===== src/rtl/alu_pipe_pkg.sv =====
// Shared definitions for the alu_pipe execution unit.
// Opcode encodings are also used by the decode stage, so keep them stable.
package alu_pipe_pkg;

  localparam int OP_W = 4;

  localparam logic [OP_W-1:0] OP_ADD   = 4'd0;
  localparam logic [OP_W-1:0] OP_SUB   = 4'd1;
  localparam logic [OP_W-1:0] OP_AND   = 4'd2;
  localparam logic [OP_W-1:0] OP_OR    = 4'd3;
  localparam logic [OP_W-1:0] OP_XOR   = 4'd4;
  localparam logic [OP_W-1:0] OP_MUL   = 4'd5;
  localparam logic [OP_W-1:0] OP_MAC   = 4'd6;
  localparam logic [OP_W-1:0] OP_ACLR  = 4'd7;
  localparam logic [OP_W-1:0] OP_PASSB = 4'd8;

endpackage


===== src/rtl/alu_pipe_stage.sv =====
// One pipeline slot of alu_pipe: a payload register plus its valid bit.
// Ports:
//   clk, rst   clock, synchronous active-high reset (clears valid only)
//   flush      clears valid at the next edge
//   adv        whole pipeline advances this cycle; otherwise the slot holds
//   vld_d      incoming valid
//   pay_d      incoming payload (W bits)
//   vld_q      slot valid
//   pay_q      slot payload
module alu_pipe_stage #(
  parameter int W = 8
) (
  input  logic         clk,
  input  logic         rst,
  input  logic         flush,
  input  logic         adv,
  input  logic         vld_d,
  input  logic [W-1:0] pay_d,
  output logic         vld_q,
  output logic [W-1:0] pay_q
);

  always_ff @(posedge clk) begin
    if (rst || flush) begin
      vld_q <= 1'b0;
    end else if (adv) begin
      vld_q <= vld_d;
    end
  end

  // Payload is qualified by vld_q, so it needs no reset or flush clear.
  always_ff @(posedge clk) begin
    if (adv) begin
      pay_q <= pay_d;
    end
  end

endmodule


===== src/rtl/alu_pipe.sv =====
// Handshaked, parametrised ALU / multiply-accumulate execution unit.
// Ports:
//   clk, rst                   clock, synchronous active-high reset
//   flush_i                    kill all in-flight ops
//   in_valid_i / in_ready_o    input handshake
//   op_i, a_i, b_i, tag_i      operation, operands, destination tag
//   out_valid_o / out_ready_i  output handshake
//   res_o, tag_o               result and its tag
//   carry_o, ovf_o, zero_o, err_o  result flags
// Latency is STAGES cycles from accept to out_valid_o; the whole pipeline
// advances or holds together, driven by the output handshake.
module alu_pipe
  import alu_pipe_pkg::*;
#(
  parameter int DATA_W = 32,
  parameter int STAGES = 3,
  parameter int TAG_W  = 5
) (
  input  logic              clk,
  input  logic              rst,
  input  logic              flush_i,
  input  logic              in_valid_i,
  output logic              in_ready_o,
  input  logic [OP_W-1:0]   op_i,
  input  logic [DATA_W-1:0] a_i,
  input  logic [DATA_W-1:0] b_i,
  input  logic [TAG_W-1:0]  tag_i,
  output logic              out_valid_o,
  input  logic              out_ready_i,
  output logic [DATA_W-1:0] res_o,
  output logic [TAG_W-1:0]  tag_o,
  output logic              carry_o,
  output logic              ovf_o,
  output logic              zero_o,
  output logic              err_o
);

  // Slot 0 holds raw inputs; later slots hold the computed result and flags.
  localparam int PW0 = OP_W + 2 * DATA_W + TAG_W;
  localparam int PW1 = OP_W + DATA_W + 3 + TAG_W;

  function automatic logic add_ovf(input logic signed [DATA_W-1:0] x,
                                   input logic signed [DATA_W-1:0] y,
                                   input logic signed [DATA_W-1:0] r);
    return ((x < 0) == (y < 0)) && ((r < 0) != (x < 0));
  endfunction

  function automatic logic sub_ovf(input logic signed [DATA_W-1:0] x,
                                   input logic signed [DATA_W-1:0] y,
                                   input logic signed [DATA_W-1:0] r);
    return ((x < 0) != (y < 0)) && ((r < 0) != (x < 0));
  endfunction

  logic              adv;
  logic [STAGES-1:0] vld_p;
  logic [PW0-1:0]    pay_p0;
  logic [PW1-1:0]    pay_p [1:STAGES-1];
  logic [PW1-1:0]    comp_p0;
  logic [DATA_W-1:0] acc;

  assign in_ready_o = ~(out_valid_o & ~out_ready_i);
  assign adv        = in_ready_o;

  for (genvar k = 0; k < STAGES; k++) begin : g_slot
    if (k == 0) begin : g_in
      alu_pipe_stage #(.W(PW0)) u_stage (
        .clk(clk), .rst(rst), .flush(flush_i), .adv(adv),
        .vld_d(in_valid_i), .pay_d({op_i, a_i, b_i, tag_i}),
        .vld_q(vld_p[0]), .pay_q(pay_p0)
      );
    end else if (k == 1) begin : g_cmp
      alu_pipe_stage #(.W(PW1)) u_stage (
        .clk(clk), .rst(rst), .flush(flush_i), .adv(adv),
        .vld_d(vld_p[0]), .pay_d(comp_p0),
        .vld_q(vld_p[1]), .pay_q(pay_p[1])
      );
    end else begin : g_dly
      alu_pipe_stage #(.W(PW1)) u_stage (
        .clk(clk), .rst(rst), .flush(flush_i), .adv(adv),
        .vld_d(vld_p[k-1]), .pay_d(pay_p[k-1]),
        .vld_q(vld_p[k]), .pay_q(pay_p[k])
      );
    end
  end

  // ---- slot 0 -> slot 1: main compute ----
  logic [OP_W-1:0]          op_p0;
  logic signed [DATA_W-1:0] a_p0;
  logic signed [DATA_W-1:0] b_p0;
  logic [TAG_W-1:0]         tag_p0;
  logic [DATA_W:0]          sum_p0;
  logic [DATA_W:0]          dif_p0;
  logic [2*DATA_W-1:0]      prod_p0;
  logic [DATA_W-1:0]        res_p0;
  logic                     carry_p0;
  logic                     ovf_p0;
  logic                     err_p0;

  assign op_p0   = pay_p0[PW0-1 -: OP_W];
  assign a_p0    = pay_p0[TAG_W + DATA_W +: DATA_W];
  assign b_p0    = pay_p0[TAG_W +: DATA_W];
  assign tag_p0  = pay_p0[TAG_W-1:0];
  assign sum_p0  = {1'b0, a_p0} + {1'b0, b_p0};
  // Top bit of the widened difference is the unsigned borrow (a < b).
  assign dif_p0  = {1'b0, a_p0} - {1'b0, b_p0};
  assign prod_p0 = {{DATA_W{1'b0}}, a_p0} * {{DATA_W{1'b0}}, b_p0};

  always_comb begin
    res_p0   = '0;
    carry_p0 = 1'b0;
    ovf_p0   = 1'b0;
    err_p0   = 1'b0;
    case (op_p0)
      OP_ADD: begin
        res_p0   = sum_p0[DATA_W-1:0];
        carry_p0 = sum_p0[DATA_W];
        ovf_p0   = add_ovf(a_p0, b_p0, sum_p0[DATA_W-1:0]);
      end
      OP_SUB: begin
        res_p0   = dif_p0[DATA_W-1:0];
        carry_p0 = dif_p0[DATA_W];
        ovf_p0   = sub_ovf(a_p0, b_p0, dif_p0[DATA_W-1:0]);
      end
      OP_AND:   res_p0 = a_p0 & b_p0;
      OP_OR:    res_p0 = a_p0 | b_p0;
      OP_XOR:   res_p0 = a_p0 ^ b_p0;
      // MAC carries only the product here; the accumulate happens at the
      // output so it always sees the acc left by the preceding MAC.
      OP_MUL, OP_MAC: begin
        res_p0 = prod_p0[DATA_W-1:0];
        ovf_p0 = |prod_p0[2*DATA_W-1:DATA_W];
      end
      OP_ACLR:  res_p0 = '0;
      OP_PASSB: res_p0 = b_p0;
      default:  err_p0 = 1'b1;
    endcase
  end

  assign comp_p0 = {op_p0, res_p0, carry_p0, ovf_p0, err_p0, tag_p0};

  // ---- final slot: accumulate and output drive ----
  logic [PW1-1:0]    pay_f;
  logic [OP_W-1:0]   op_f;
  logic [DATA_W-1:0] res_f;
  logic              carry_f;
  logic              ovf_f;
  logic              err_f;
  logic [TAG_W-1:0]  tag_f;
  logic [DATA_W:0]   mac_sum;
  logic              is_mac;
  logic [DATA_W-1:0] res_sel;

  assign pay_f   = pay_p[STAGES-1];
  assign op_f    = pay_f[PW1-1 -: OP_W];
  assign res_f   = pay_f[TAG_W + 3 +: DATA_W];
  assign carry_f = pay_f[TAG_W + 2];
  assign ovf_f   = pay_f[TAG_W + 1];
  assign err_f   = pay_f[TAG_W];
  assign tag_f   = pay_f[TAG_W-1:0];
  assign is_mac  = (op_f == OP_MAC);
  assign mac_sum = {1'b0, acc} + {1'b0, res_f};
  assign res_sel = is_mac ? mac_sum[DATA_W-1:0] : res_f;

  assign out_valid_o = vld_p[STAGES-1];
  assign res_o       = out_valid_o ? res_sel : '0;
  assign tag_o       = out_valid_o ? tag_f : '0;
  assign carry_o     = out_valid_o & carry_f;
  assign ovf_o       = out_valid_o & (ovf_f | (is_mac & mac_sum[DATA_W]));
  assign err_o       = out_valid_o & err_f;
  assign zero_o      = (res_o == '0);

  // acc commits only when the op actually leaves; flush discards it.
  always_ff @(posedge clk) begin
    if (rst) begin
      acc <= '0;
    end else if (out_valid_o && out_ready_i && !flush_i) begin
      if (is_mac) begin
        acc <= mac_sum[DATA_W-1:0];
      end else if (op_f == OP_ACLR) begin
        acc <= '0;
      end
    end
  end

endmodule


===== config.mk =====
export PLATFORM = sky130hd
export DESIGN_NAME = alu_pipe
export DESIGN_NICKNAME = d
export VERILOG_FILES = /design/src/rtl/alu_pipe_pkg.sv /design/src/rtl/alu_pipe_stage.sv /design/src/rtl/alu_pipe.sv
export SDC_FILE = /design/constraint.sdc
export NUM_CORES = 2
export LEC_CHECK = 0
export ABC_AREA = 1
export CAP_MARGIN = 10
export CORE_UTILIZATION = 70
export DETAILED_ROUTE_END_ITERATION = 8
export DONT_BUFFER_PORTS = 1
export PLACE_DENSITY = 0.87
export SLEW_MARGIN = 20
export SYNTH_ARGS = -nofsm -noshare
export SYNTH_HDL_FRONTEND = slang
export SYNTH_SLANG_ARGS = --single-unit

===== constraint.sdc =====
create_clock -name clk -period 13.5 [get_ports clk]
set_input_delay 1.35 -clock clk [delete_from_list [all_inputs] [get_ports clk]]
set_output_delay 1.35 -clock clk [all_outputs]
set_load 0.01 [all_outputs]

* Word-level counts from Yosys, hierarchy flattened
Index checks and enable logic that the tools add are counted.
** Storage, ports and cells
- Register bits after elaboration :: 196
- Input bits :: 78
- Output and inout port bits :: 43
- Word-level logic and storage cells :: 62
** Operators by class
- Add/sub/neg operators :: 3
- Multiply operators :: 1
- $lt $le $gt $ge :: 4
- Equality and inequality tests :: 14
- Mux-type cells :: 9
- Bitwise operators :: 11
- Reductions and logical operators :: 13
** Operators with widths (number)
- $pmux 32 s7 :: 1
- $lt 32x1->1 const B :: 4
- $mux 32 :: 4
- $add 32x32->33 :: 2
- $mul 32x32->64 :: 1
- $sub 32x32->33 :: 1
- $and 32x32->32 :: 1
- $logic_not 32->1 :: 1
- $or 32x32->32 :: 1
- $reduce_or 32->1 :: 1
- $xor 32x32->32 :: 1
- $eq 4x3->1 const B :: 6
- $reduce_or 9->1 :: 1
- $eq 4x2->1 const B :: 2
- $and 1x1->1 :: 5
- $mux 5 :: 1
- $eq 4x1->1 const B :: 1
- $eq 4x4->1 const B :: 1
- $logic_and 1x1->1 :: 4
- $logic_not 4->1 :: 1
- $ne 1x1->1 :: 3
- $pmux 1 s3 :: 1
- $not 1->1 :: 2
- $pmux 1 s2 :: 1
- other kinds (8) :: 8

* Longest topological paths before layout
- Word-level depth :: 5
- Gate-level depth with buffers :: 39
- Gate-level depth less buffers :: 37

* Modules after synthesis
From an unflattened synthesis, not the netlist that was laid out.
** Unflattened totals
- Cells, all modules :: 6625
- Area, all modules :: 49728.9 um^2
** Modules (own cells, without submodules)
- alu_pipe :: instances 1, cells each 6443, area an instance 44759.2 um^2, seq. area each 640.6 um^2
- alu_pipe_stage (g_slot[1].g_cmp.u_stage ...) :: instances 2, cells each 51, area an instance 1366.3 um^2, seq. area each 1341.3 um^2
- alu_pipe_stage (g_slot[0].g_in.u_stage) :: instances 1, cells each 80, area an instance 2237.1 um^2, seq. area each 2212.1 um^2

* Least setup slack after synthesis
Ideal clock, no wire load.
- Path type :: register -> register
- Start :: reg g_slot[0].g_in.u_stage.pay_q[13]
- End :: reg g_slot[1].g_cmp.u_stage.pay_q[6] (data pin)
- Setup time :: 252 ps
- Arrival time :: 6527 ps
- Required time :: 13248 ps
- Slack :: 6721 ps
- Cell stages (with the launch flop) :: 33
- Path buffers :: 2
- Period minus slack after synthesis :: 6779 ps
- Cells stage by stage :: edfxtp_1 clkbuf_1 clkbuf_1 nand2_1 fa_1 inv_1 fa_1 inv_1 fa_1 inv_1 fa_1 fa_1 fa_1 fa_1 fa_1 ha_1 nand2_1 nor2_2 nand2_2 inv_1 nand2_1 nand2_1 inv_1 nand2_1 nand2_1 nand3_1 nand2_1 nor2_1 nand2_1 nor2_1 nand3_1 nand2_1 nand2_1
** Between the ends
- Cells in the longest elaborated chain, start to end :: 5
- Elaborated cells on any way between the ends :: 14
- Classes of those cells :: add/sub (2); mul (1); order compare (3); eq/ne (4); mux (1); reduce/logical (3)
** RTL lines
- start, declared :: RTL line alu_pipe_stage.sv:20 : output logic [W-1:0] pay_q
- start signal, assigned :: RTL line alu_pipe_stage.sv:34 : pay_q <= pay_d;
- parallel branches: the longest is 4 deep, another holds $mul 32x32->64
- $pmux 1 s3 * :: RTL line alu_pipe.sv:113 : case (op_p0)
- via g_slot[1].g_cmp.u_stage.pay_d[6] :: RTL line alu_pipe_stage.sv:18 : input logic [W-1:0] pay_d,
- end signal, assigned :: RTL line alu_pipe_stage.sv:34
- end, declared :: RTL line alu_pipe_stage.sv:20
Mark *: on every way through the listed nets, which the timed path passes.
A chain may end at the register's enable or synchronous reset.

* Final worst setup path
- Start :: reg g_slot[0].g_in.u_stage.pay_q[19]
- End :: reg g_slot[1].g_cmp.u_stage.pay_q[6] (data pin)
Same word-level chain as after synthesis.

==> flow_metrics.tcl <==
set metrics [dict create \
    outcome "finished, final reports clean" \
    setup_violations 0 \
    synth_top_cell_area_share 0.361 \
    syn-cell-area_um2 49700 \
    path_buf_inv 3 \
    cts_max_path_buffers 2 \
    clkSinkCount 196 \
    htree_levels 4 \
    crit_family "adder cells" \
    dpl.hpwl_mm 129 \
    synth_cell_types 58 \
    syn_area_per_cell_um2 7.51 \
    first_iter_violations 5420 \
    worst_pin_slew_ns 1.18 \
    ios 121 \
    grt_overflow 0 \
    synthTopCellsByArea "fa_1 (36%), nand2_1 (14%), inv_1 (13%)" \
    wl_mm 167 \
    worstPathRequired_ns 13.74 \
    cp-end-kind "flip-flop" \
    min_path_cells 0 \
    r2r-end "g_slot[1].g_cmp.u_stage.pay_q[6]$_DFFE_PN_" \
    worstPathMaxFanout 33 \
    multi_input_area_um2 36500 \
    root_buffer "clkbuf_16" \
    synthesis.nets 7992 \
    vias 44420 \
    yosys_register_bits 196 \
    crit_top_cell "fa_1" \
    rr_worst_depth 28 \
    final_cell_mix "nand2_1 (1876), inv_1 (1763), fa_1 (898)" \
    cts_tree "done" \
    nets 7820 \
    hold_class "flip-flop to flip-flop" \
    rows 97 \
    cts_buffers 17 \
    start_util 0.709 \
    clkLatencyLatePin_ns 0.48 \
    grt_pass1_wl_mm 255 \
    worstHoldEndpoint "g_slot[2].g_dly.u_stage.pay_q[22]$_DFFE_PN_" \
    grtUsageTotal 0.476 \
    regArea_um2 5540 \
    rr_startpoint "g_slot[0].g_in.u_stage.pay_q[19]$_DFFE_PN_" \
    fin_crit_ns 8.51 \
    io_buffers 0 \
    postCtsResizedCells 0 \
    die_h_um 269 \
    wire_per_inst_um 22.6 \
    die_x_um 269 \
    synth.yosys.warnings 0 \
    finalMaxSlewViolations 0 \
    synth_flop_cell "edfxtp_1" \
    hold_viol 0 \
    grt_pass1_vias 46728 \
    clk_pin_slew_worst_paths_ns 0.10 \
    holdCritStartpoint "g_slot[1].g_cmp.u_stage.pay_q[22]$_DFFE_PN_" \
    final_common_cell "nand2_1" \
    layout_setup_ws_ns 4.99 \
    ant_nets 0 \
    drc 0 \
    yosysTopAreaCell "fa_1" \
    synth_edf_count 161 \
    gp_congestion 1.06 \
    path_class "flip-flop to flip-flop" \
    rsz0062_at_grt "false" \
    drv_cap 0 \
    die_area_um2 72100 \
    viasPerCell 5.99 \
    antenna_found_initial 10 \
    cp.arrival_ns 8.75 \
    finalSetupTns_ns 0 \
    synthArstFlopShare 0 \
    cpMaxStageDelayCell "fa_1" \
    ys_seq_area_frac 0.111 \
    grt_max_degree 84 \
    cp-start-kind "flip-flop" \
    synthCells 6623 \
    slew_headroom 0.213 \
    fin_crit_sh 0.631 \
    area_delta_synth_final_pct 2.70 \
    drive_above_1_share 0.0368 \
    fillCellCount 5275 \
    clock.fmax_ghz 0.117 \
    clock_skew_ns 0.0306 \
    first_pass_iters 8 \
    slowest_delay_ns 0.64 \
    postCtsSetupBuffers 0 \
    core-area_um2 70100 \
    preCtsSetupSlack_ns 5.20 \
    rrSetupSlack_ns 4.99 \
    hold_buffers 0 \
]
[synth_stat cells (all sizes together) (8+ instances only)]
| cell type | count |
|---|---|
| xor2 | 8 |
| xnor2 | 10 |
| fa | 898 |
| o21bai | 15 |
| clkbuf | 247 |
| dfxtp | 35 |
| nand4 | 40 |
| o21a | 8 |
| o211ai | 9 |
| nand3 | 179 |
| ha | 393 |
| or2 | 24 |
| a221oi | 24 |
| nor2 | 292 |
| o21ai | 173 |
| buf | 22 |
| nand2 | 1900 |
| a21oi | 255 |
| o2111ai | 11 |
| nand3b | 23 |
| nor3 | 35 |
| inv | 1781 |
| a21o | 10 |
| o22ai | 25 |
| edfxtp | 161 |
| and2 | 8 |
[registers in the layout, indices dropped and copies added (netlist names)]
name and count:
acc 32, g_slot.g_cmp.u_stage.pay_q 44, g_slot.g_cmp.u_stage.vld_q 1, g_slot.g_dly.u_stage.pay_q 44
g_slot.g_dly.u_stage.vld_q 1, g_slot.g_in.u_stage.pay_q 73, g_slot.g_in.u_stage.vld_q 1
[stage by stage]
stage,cell area [um2],cells,hold WS [ns],util
after floorplan,49700,6623,0.400,-
after global routing,51100,7406,0.424,0.728
after detailed placement,50500,7372,0.405,0.719
final,51100,7411,0.423,0.728
after CTS,51100,7404,0.423,0.728
after global placement,50500,7372,0.401,0.719
[per-layer routing]
layer / vias up / routed length [um] / global-route usage
li1: 19117 / - / -
met1: 20857 / 56600 / 0.567
met2: 3348 / 73400 / 0.735
met3: 1094 / 22400 / 0.144
met4: 4 / 14700 / 0.344
met5: - / 27 / 0.000676
[logic make-up (layout without fill, tap and decap cells)]
| kind of cell | after synthesis | count (layout) | share of synthesized area |
|---|---|---|---|
| AO/OA/AOI/OAI | 557 | 557 | 0.0644 |
| XOR/XNOR | 18 | 18 | 0.00317 |
| adder cells (fa/ha/maj) | 1291 | 1291 | 0.460 |
| buffers and inverters | 2052 | 1893 | 0.155 |
| flip-flops | 196 | 196 | 0.111 |
| other | 0 | 7 | 0 |
| AND/OR/NAND/NOR | 2509 | 2509 | 0.205 |
[worst max path at each step]
stage | from | end | slack, ns | depth (start not counted)
finish | g_slot[0].g_in.u_stage.pay_q[19]$_DFFE_PN_ | g_slot[1].g_cmp.u_stage.pay_q[6]$_DFFE_PN_ | 4.99 | 28
detailed placement | g_slot[0].g_in.u_stage.pay_q[51]$_DFFE_PN_ | g_slot[1].g_cmp.u_stage.pay_q[6]$_DFFE_PN_ | 5.20 | 28
floorplan | g_slot[0].g_in.u_stage.pay_q[13]$_DFFE_PN_ | g_slot[1].g_cmp.u_stage.pay_q[6]$_DFFE_PN_ | 6.72 | 32
global route | g_slot[0].g_in.u_stage.pay_q[58]$_DFFE_PN_ | g_slot[1].g_cmp.u_stage.pay_q[6]$_DFFE_PN_ | 4.84 | 31
global placement | g_slot[0].g_in.u_stage.pay_q[51]$_DFFE_PN_ | g_slot[1].g_cmp.u_stage.pay_q[6]$_DFFE_PN_ | 5.18 | 28
CTS | g_slot[0].g_in.u_stage.pay_q[51]$_DFFE_PN_ | g_slot[1].g_cmp.u_stage.pay_q[6]$_DFFE_PN_ | 5.23 | 28
[worst register-to-register path: cells and delay by family, from the launching register on]
family                     cells  cell delay [ns]
buffers and inverters          3             0.62
and+or+nand+nor               15             2.17
adders and majority gates     10             5.16
DFF                            1             0.33
[final cells by class]
cell class,instances,share of cell area
diodes,7,0.000343
clock buffers,17,0.00833
clock inverters,15,0.00318
inverters,1783,0.131
multi-input cells,4375,0.714
flip-flops and latches,196,0.108
well taps,940,0.0230
repair buffers,78,0.0115
Power is left out: the tool's default activity adds up to more than one toggle a clock period on the data nets, which glitch-free logic cannot reach.
